===== config.mk =====
export PLATFORM = sky130hd
export DESIGN_NAME = dotprod_acc
export DESIGN_NICKNAME = d
export VERILOG_FILES = /design/src/rtl/dotprod_acc_pkg.sv /design/src/rtl/dotprod_acc_sat_add.sv /design/src/rtl/dotprod_acc.sv
export SDC_FILE = /design/constraint.sdc
export NUM_CORES = 1
export LEC_CHECK = 0
export BUFFER_PORTS_ARGS = -buffer_cell sky130_fd_sc_hd__buf_2
export CAP_MARGIN = 30
export CORE_UTILIZATION = 28
export CTS_BUF_LIST = sky130_fd_sc_hd__clkbuf_4
export CTS_CLUSTER_SIZE = 14
export DETAILED_ROUTE_END_ITERATION = 8
export PLACE_DENSITY = 0.54
export SETUP_SLACK_MARGIN = 0.5
export SYNTH_ARGS = -nofsm -noshare
export SYNTH_HDL_FRONTEND = slang
export SYNTH_SLANG_ARGS = --single-unit

===== constraint.sdc =====
create_clock -name clk -period 3.48 [get_ports clk]
set_input_delay 0.696 -clock clk [delete_from_list [all_inputs] [get_ports clk]]
set_output_delay 0.696 -clock clk [all_outputs]
set_load 0.02 [all_outputs]

===== src/rtl/dotprod_acc_pkg.sv =====
// Shared types and constant helpers for the dot-product frame accumulator.
package dotprod_acc_pkg;

  // Two-state frame controller: collect samples, then hold the frame sum.
  typedef enum logic {
    ACCUM = 1'b0,
    HOLD  = 1'b1
  } state_t;

  // Widest accumulator the bound helpers can describe.
  localparam int unsigned MAX_ACC_W = 64;

  // Largest value of a signed acc_w-bit number: 2^(acc_w-1) - 1.
  function automatic logic signed [MAX_ACC_W-1:0] sat_max(input int unsigned acc_w);
    return (64'sd1 <<< (acc_w - 1)) - 64'sd1;
  endfunction

  // Smallest value of a signed acc_w-bit number: -2^(acc_w-1).
  function automatic logic signed [MAX_ACC_W-1:0] sat_min(input int unsigned acc_w);
    return -(64'sd1 <<< (acc_w - 1));
  endfunction

endpackage


===== src/rtl/dotprod_acc_sat_add.sv =====
// Combinational signed saturating adder. An overflow clamps the sum to the
// representable range and raises ovf.
module sat_add
  import dotprod_acc_pkg::*;
#(
  parameter int unsigned ACC_W = 8
) (
  input  logic signed [ACC_W-1:0] a,
  input  logic signed [ACC_W-1:0] b,
  output logic signed [ACC_W-1:0] sum,
  output logic                    ovf
);

  localparam logic signed [ACC_W-1:0] SAT_MAX = ACC_W'(sat_max(ACC_W));
  localparam logic signed [ACC_W-1:0] SAT_MIN = ACC_W'(sat_min(ACC_W));

  logic signed [ACC_W:0] full;

  // One guard bit: overflow exactly when the guard and sign bits disagree.
  always_comb begin
    full = {a[ACC_W-1], a} + {b[ACC_W-1], b};
    ovf  = full[ACC_W] ^ full[ACC_W-1];
    if (!ovf) begin
      sum = full[ACC_W-1:0];
    end else if (full[ACC_W]) begin
      sum = SAT_MIN;
    end else begin
      sum = SAT_MAX;
    end
  end

endmodule


===== src/rtl/dotprod_acc.sv =====
// Sums FRAME_LEN signed dot-product results per frame with saturation and
// presents each frame sum behind a valid/ready handshake. Draining a frame
// and accepting the first sample of the next happen in the same cycle.
module dotprod_acc
  import dotprod_acc_pkg::*;
#(
  parameter int unsigned FRAME_LEN = 4,
  parameter int unsigned IN_W      = 4,
  parameter int unsigned ACC_W     = 8
) (
  input  logic                    clk,
  input  logic                    rst,
  input  logic                    in_valid,
  output logic                    in_ready,
  input  logic signed [IN_W-1:0]  in_data,
  output logic                    out_valid,
  input  logic                    out_ready,
  output logic signed [ACC_W-1:0] out_data,
  output logic                    out_sat
);

  localparam int unsigned    CNT_W = $clog2(FRAME_LEN);
  localparam logic [CNT_W-1:0] LAST = CNT_W'(FRAME_LEN - 1);

  state_t                  state;
  state_t                  next_state;
  logic signed [ACC_W-1:0] acc;
  logic [CNT_W-1:0]        count;
  logic                    sat;

  logic signed [ACC_W-1:0] in_ext;
  logic signed [ACC_W-1:0] sum;
  logic                    ovf;
  logic                    accept;
  logic                    last;

  assign in_ext = {{(ACC_W - IN_W){in_data[IN_W-1]}}, in_data};
  assign accept = in_valid && in_ready;
  assign last   = (count == LAST);

  sat_add #(
    .ACC_W (ACC_W)
  ) u_sat_add (
    .a   (acc),
    .b   (in_ext),
    .sum (sum),
    .ovf (ovf)
  );

  // State register.
  always_ff @(posedge clk) begin
    // NOTE: registers take non-blocking assignments so every flop samples
    // values from before the edge, independent of statement order.
    if (rst) begin
      state <= ACCUM;
    end else begin
      state <= next_state;
    end
  end

  // Next-state and handshake outputs; while holding, input readiness
  // follows downstream readiness so a drain can overlap the next fill.
  always_comb begin
    // NOTE: every output gets a default first so no path infers a latch.
    next_state = state;
    in_ready   = 1'b1;
    out_valid  = 1'b0;
    case (state)
      ACCUM: begin
        if (accept && last) begin
          next_state = HOLD;
        end
      end
      HOLD: begin
        out_valid = 1'b1;
        in_ready  = out_ready;
        if (out_ready) begin
          next_state = ACCUM;
        end
      end
      default: next_state = ACCUM;
    endcase
  end

  // Accumulator, sample count, sticky saturation and the held frame result.
  always_ff @(posedge clk) begin
    if (rst) begin
      acc      <= '0;
      count    <= '0;
      sat      <= 1'b0;
      out_data <= '0;
      out_sat  <= 1'b0;
    end else begin
      case (state)
        ACCUM: begin
          if (accept) begin
            if (last) begin
              // Publish the frame and clear the running state so HOLD
              // only has to load a possible overlapping first sample.
              out_data <= sum;
              out_sat  <= sat | ovf;
              acc      <= '0;
              count    <= '0;
              sat      <= 1'b0;
            end else begin
              acc   <= sum;
              count <= count + CNT_W'(1);
              sat   <= sat | ovf;
            end
          end
        end
        HOLD: begin
          if (accept) begin
            acc   <= in_ext;
            count <= CNT_W'(1);
            sat   <= 1'b0;
          end
        end
        default: begin
          acc   <= '0;
          count <= '0;
          sat   <= 1'b0;
        end
      endcase
    end
  end

endmodule

==> impl_summary.md <==
Die
The floorplan has 24 rows. The die is 71.6 um tall. The die covers 5130 um^2. The area of the core is 4500 um^2. In this run the horizontal extent of the chip is 71.6 um.

The initial core utilization is 0.301. The count of pins on the block boundary is 19.

GRT
The leftover overflow at the end of global routing is 0. Across every metal layer, demand over resource in global routing totals 0.132. The number of antenna violations at the first check in global routing is 0.

Entering global routing, the biggest net connects 20 pins. The first global-routing pass estimated 5380 um of wire. The number of global-route vias before repair is 1129.

Worst setup path
Walking the worst path, the cells encountered are buf_2 > ha_1 > inv_1 > fa_1 > nor2b_1 > o221ai_1 > mux2i_1 > a2111oi_0 > maj3_2 > a211oi_2. The worst path buffer plus inverter count is 2. The startpoint of the lowest-slack register-to-register path is acc[0]. The type of the worst setup path is in2reg. The critical path endpoint category is a register. For the worst setup path, the data arrival time is 2800 ps. The required time of the critical path is 3660 ps. Along the worst path, the maximum fanout reaches 4. The cell with the largest stage delay on the worst path is a2111oi_0.

The critical path's top delay family is adder cells. The number of cells traversed by the worst register-to-register path is 9. The worst flop-to-flop path endpoint is out_data[6]. The register-to-register path setup slack is 980 ps. The largest single stage delay on the critical path is 430 ps.

The startpoint class of the critical path is a primary input.

STA
In the finished design, the share of the clock period the worst path needs comes to 0.752. The hold violation count in the final report is 0. The slew of the pin with the lowest slew margin is 571 ps.

Between clock sinks in the finished design, the worst skew comes to 3.30 ps. The peak clock frequency supported by timing is 0.382 GHz. Setup total negative slack on the finished layout was measured at 0 ps. The worst pin sits at a relative slew slack of 0.619.

The max-slew violation count is 0. Setup repair after global routing left no endpoint under its margin. The final number of setup-violating endpoints is 0. Setup slack on the critical path of the routed design comes to 864 ps. The clock period minus final worst setup slack is 2620 ps.

CTS
The clock-pin slew reported for the worst setup and hold paths after clock tree synthesis is 120 ps. The cts-stage hold buffer count is 0. Buffers inserted during clock tree synthesis total 3. The post-CTS repair timing setup buffer count is 0.

Counting along the longest clock path gives a buffer depth of 2. The total clock sinks is 21. The CTS tree is yes. The maximum level of the CTS H-tree is 1.

The post-cts sizing count is 0. The root buffer cell chosen for the clock tree is clkbuf_4. At the later pin of the worst-skew pair, clock insertion delay measures 310 ps.

Min path
The depth of the worst hold-timing path is 2. The worst hold path belongs to the class reg2reg. The source of the worst hold timing path is out_data[2]. The worst hold path endpoint is out_data[2].

Detailed routing
The average wire per standard cell is 14.0 um. The number of routed nets with antenna violations is 0. For this block, the via count after detailed routing is 1180. In the routed design, unresolved DRC markers number 0.

The pre-antenna-repair detailed-routing pass consisted of 4 iterations. The wire length after detailed routing is 3170 um. The detail-routed via count per cell is 5.22. The number of DRC violations after detailed-routing iteration 0 is 78.

Synth
Dividing the synthesized area by the synthesized cell count gives 8.59 um^2. The most used flip-flop cell after synthesis is dfxtp_1. In the synthesized netlist, the number of instances is 158. The count of flip-flops with a built-in enable after synthesis is 0. The post-synthesis sequential element count is 21. The post-synthesis instance area is 1360 um^2. The distinct cell type count of the synthesized netlist is 51. For this run, the number of Yosys warnings is 0. Of the synthesized area, sequential elements account for 0.310. In the synthesized netlist the async set-or-reset flop fraction comes to 0.

Counting every net in the synthesized netlist gives 176.

Placed design
The setup slack after placement is 521 ps. The count of buffers inserted at the top-level ports is 18. The wire-length estimate of the detail-placed layout is 2420 um. At the end of routability-driven placement, the weighted congestion stood at 0.814.

Power and ir drop
For this design the ratio of total power to cell area is 440 nW/um^2. The worst ir drop on vdd is 0.000144 V. The static leakage is 0.000633 uW.

Cells and area
Of the cells placed in the final design, the portion with a size suffix greater than 1 is 0.230. From synthesis to final layout, the design area changed by 11.2%. The final antenna diode count is 0.

The total number of nets in the final design is 193. The number of inserted filler cells in the final layout is 496.

Flow run
Max-cap violations in this run came to 0.

Status
The run finished with clean final reports.
## worst max-delay path by stage
stage          startpoint           to  slack (ps)  cells after the start
2_1_floorplan  in_data[0]  out_data[6]         800                      9
3_3_place_gp   in_data[0]  out_data[6]         500                     10
5_1_grt        in_data[0]  out_data[6]         640                     10
4_1_cts        in_data[0]  out_data[6]         850                     10
3_5_place_dp   in_data[0]  out_data[6]         520                     10
6_report       in_data[0]  out_data[6]         860                     10
## layout by cell type, fill, tap and decap left out, types with 2 or more instances in the layout
cell type	instances
dfxtp_1	21
nor2_1	19
buf_2	18
a21oi_1	14
nand2_1	10
ha_1	9
a211oi_1	7
inv_1	6
o21ai_0	5
nor2b_1	4
o21a_1	4
maj3_2	3
a211oi_2	3
clkbuf_4	3
a211o_2	2
o211ai_1	2
and2_1	2
nor3_1	2
o22ai_1	2
a21o_1	2
xor2_1	2
nand3_1	2
mux2_2	2
a32oi_1	2
a22oi_1	2
## through the flow
| stage | cells | instance area (um^2) | hold WS [ps] | total power [uW] | utilization |
|---|---|---|---|---|---|
| finish | 226 | 1510 | 456 | 664 | 0.335 |
| global route | 226 | 1510 | 483 | 719 | 0.335 |
| CTS | 226 | 1510 | 460 | 672 | 0.335 |
| detailed placement | 222 | 1480 | 443 | 545 | 0.329 |
| global placement | 222 | 1480 | 443 | 546 | 0.329 |
| floorplan | 158 | 1360 | 470 | 497 | - |
## cell type report
cell class                      count  area [um^2]  share of cell area
Clock buffer                        3         22.5              0.0149
Clock inverter                      1         5.00             0.00331
Inverter                            6         22.5              0.0149
Multi-Input combinational cell    125          885               0.586
Sequential cell                    21          420               0.278
Tap cell                           52         65.1              0.0431
Timing Repair Buffer               18         90.1              0.0597
## per-layer routing
metal / up-vias / wire length (um) / part of all wire / GRT usage
met5: - / 0 / 0 / 0
met4: 0 / 13 / 0.0041 / 0.0196
met3: 2 / 89 / 0.028 / 0.0309
met2: 20 / 1480 / 0.47 / 0.227
met1: 540 / 1590 / 0.50 / 0.172
li1: 618 / - / - / -
## registers in the layout, summed over array words and instances (netlist names)
name      flops
acc           8
out_data      8
count         2
out_sat       1
sat           1
state         1
## power by group
part / total [uW] / internal, uW / switching, uW
sequential: 271 / 260 / 10.7
combinational: 271 / 117 / 153
clock: 123 / 42.9 / 79.9
## Yosys cell counts, types with 3 or more instances
library cell / n / share of area
dfxtp_1: 21 / 0.31
nor2_1: 19 / 0.053
a21oi_1: 14 / 0.052
nand2_1: 10 / 0.028
ha_1: 9 / 0.083
a211oi_1: 7 / 0.039
inv_1: 6 / 0.017
o21ai_0: 5 / 0.018
nor2b_1: 4 / 0.018
o21a_1: 4 / 0.022
a211oi_2: 3 / 0.028
clkbuf_1: 3 / 0.0083
maj3_2: 3 / 0.025
## worst register-to-register path: cells and delay by family (launching register included)
family          cells  cell delay, ps
buf+inv             1              60
flops               1             360
compound gates      3             670
simple gates        1             250
mux                 1             140
fa+ha+maj           3             890
## cells by family after synthesis
logic type               after synthesis  share of synthesized area
AO/OA/AOI/OAI                         55                      0.296
XOR/XNOR                               3                     0.0194
adder cells (fa/ha/maj)               14                      0.130
buffers and inverters                 12                     0.0387
flip-flops                            21                      0.310
multiplexers                           3                     0.0240
AND/OR/NAND/NOR                       50                      0.183
(Power assumes the default switching activity.)
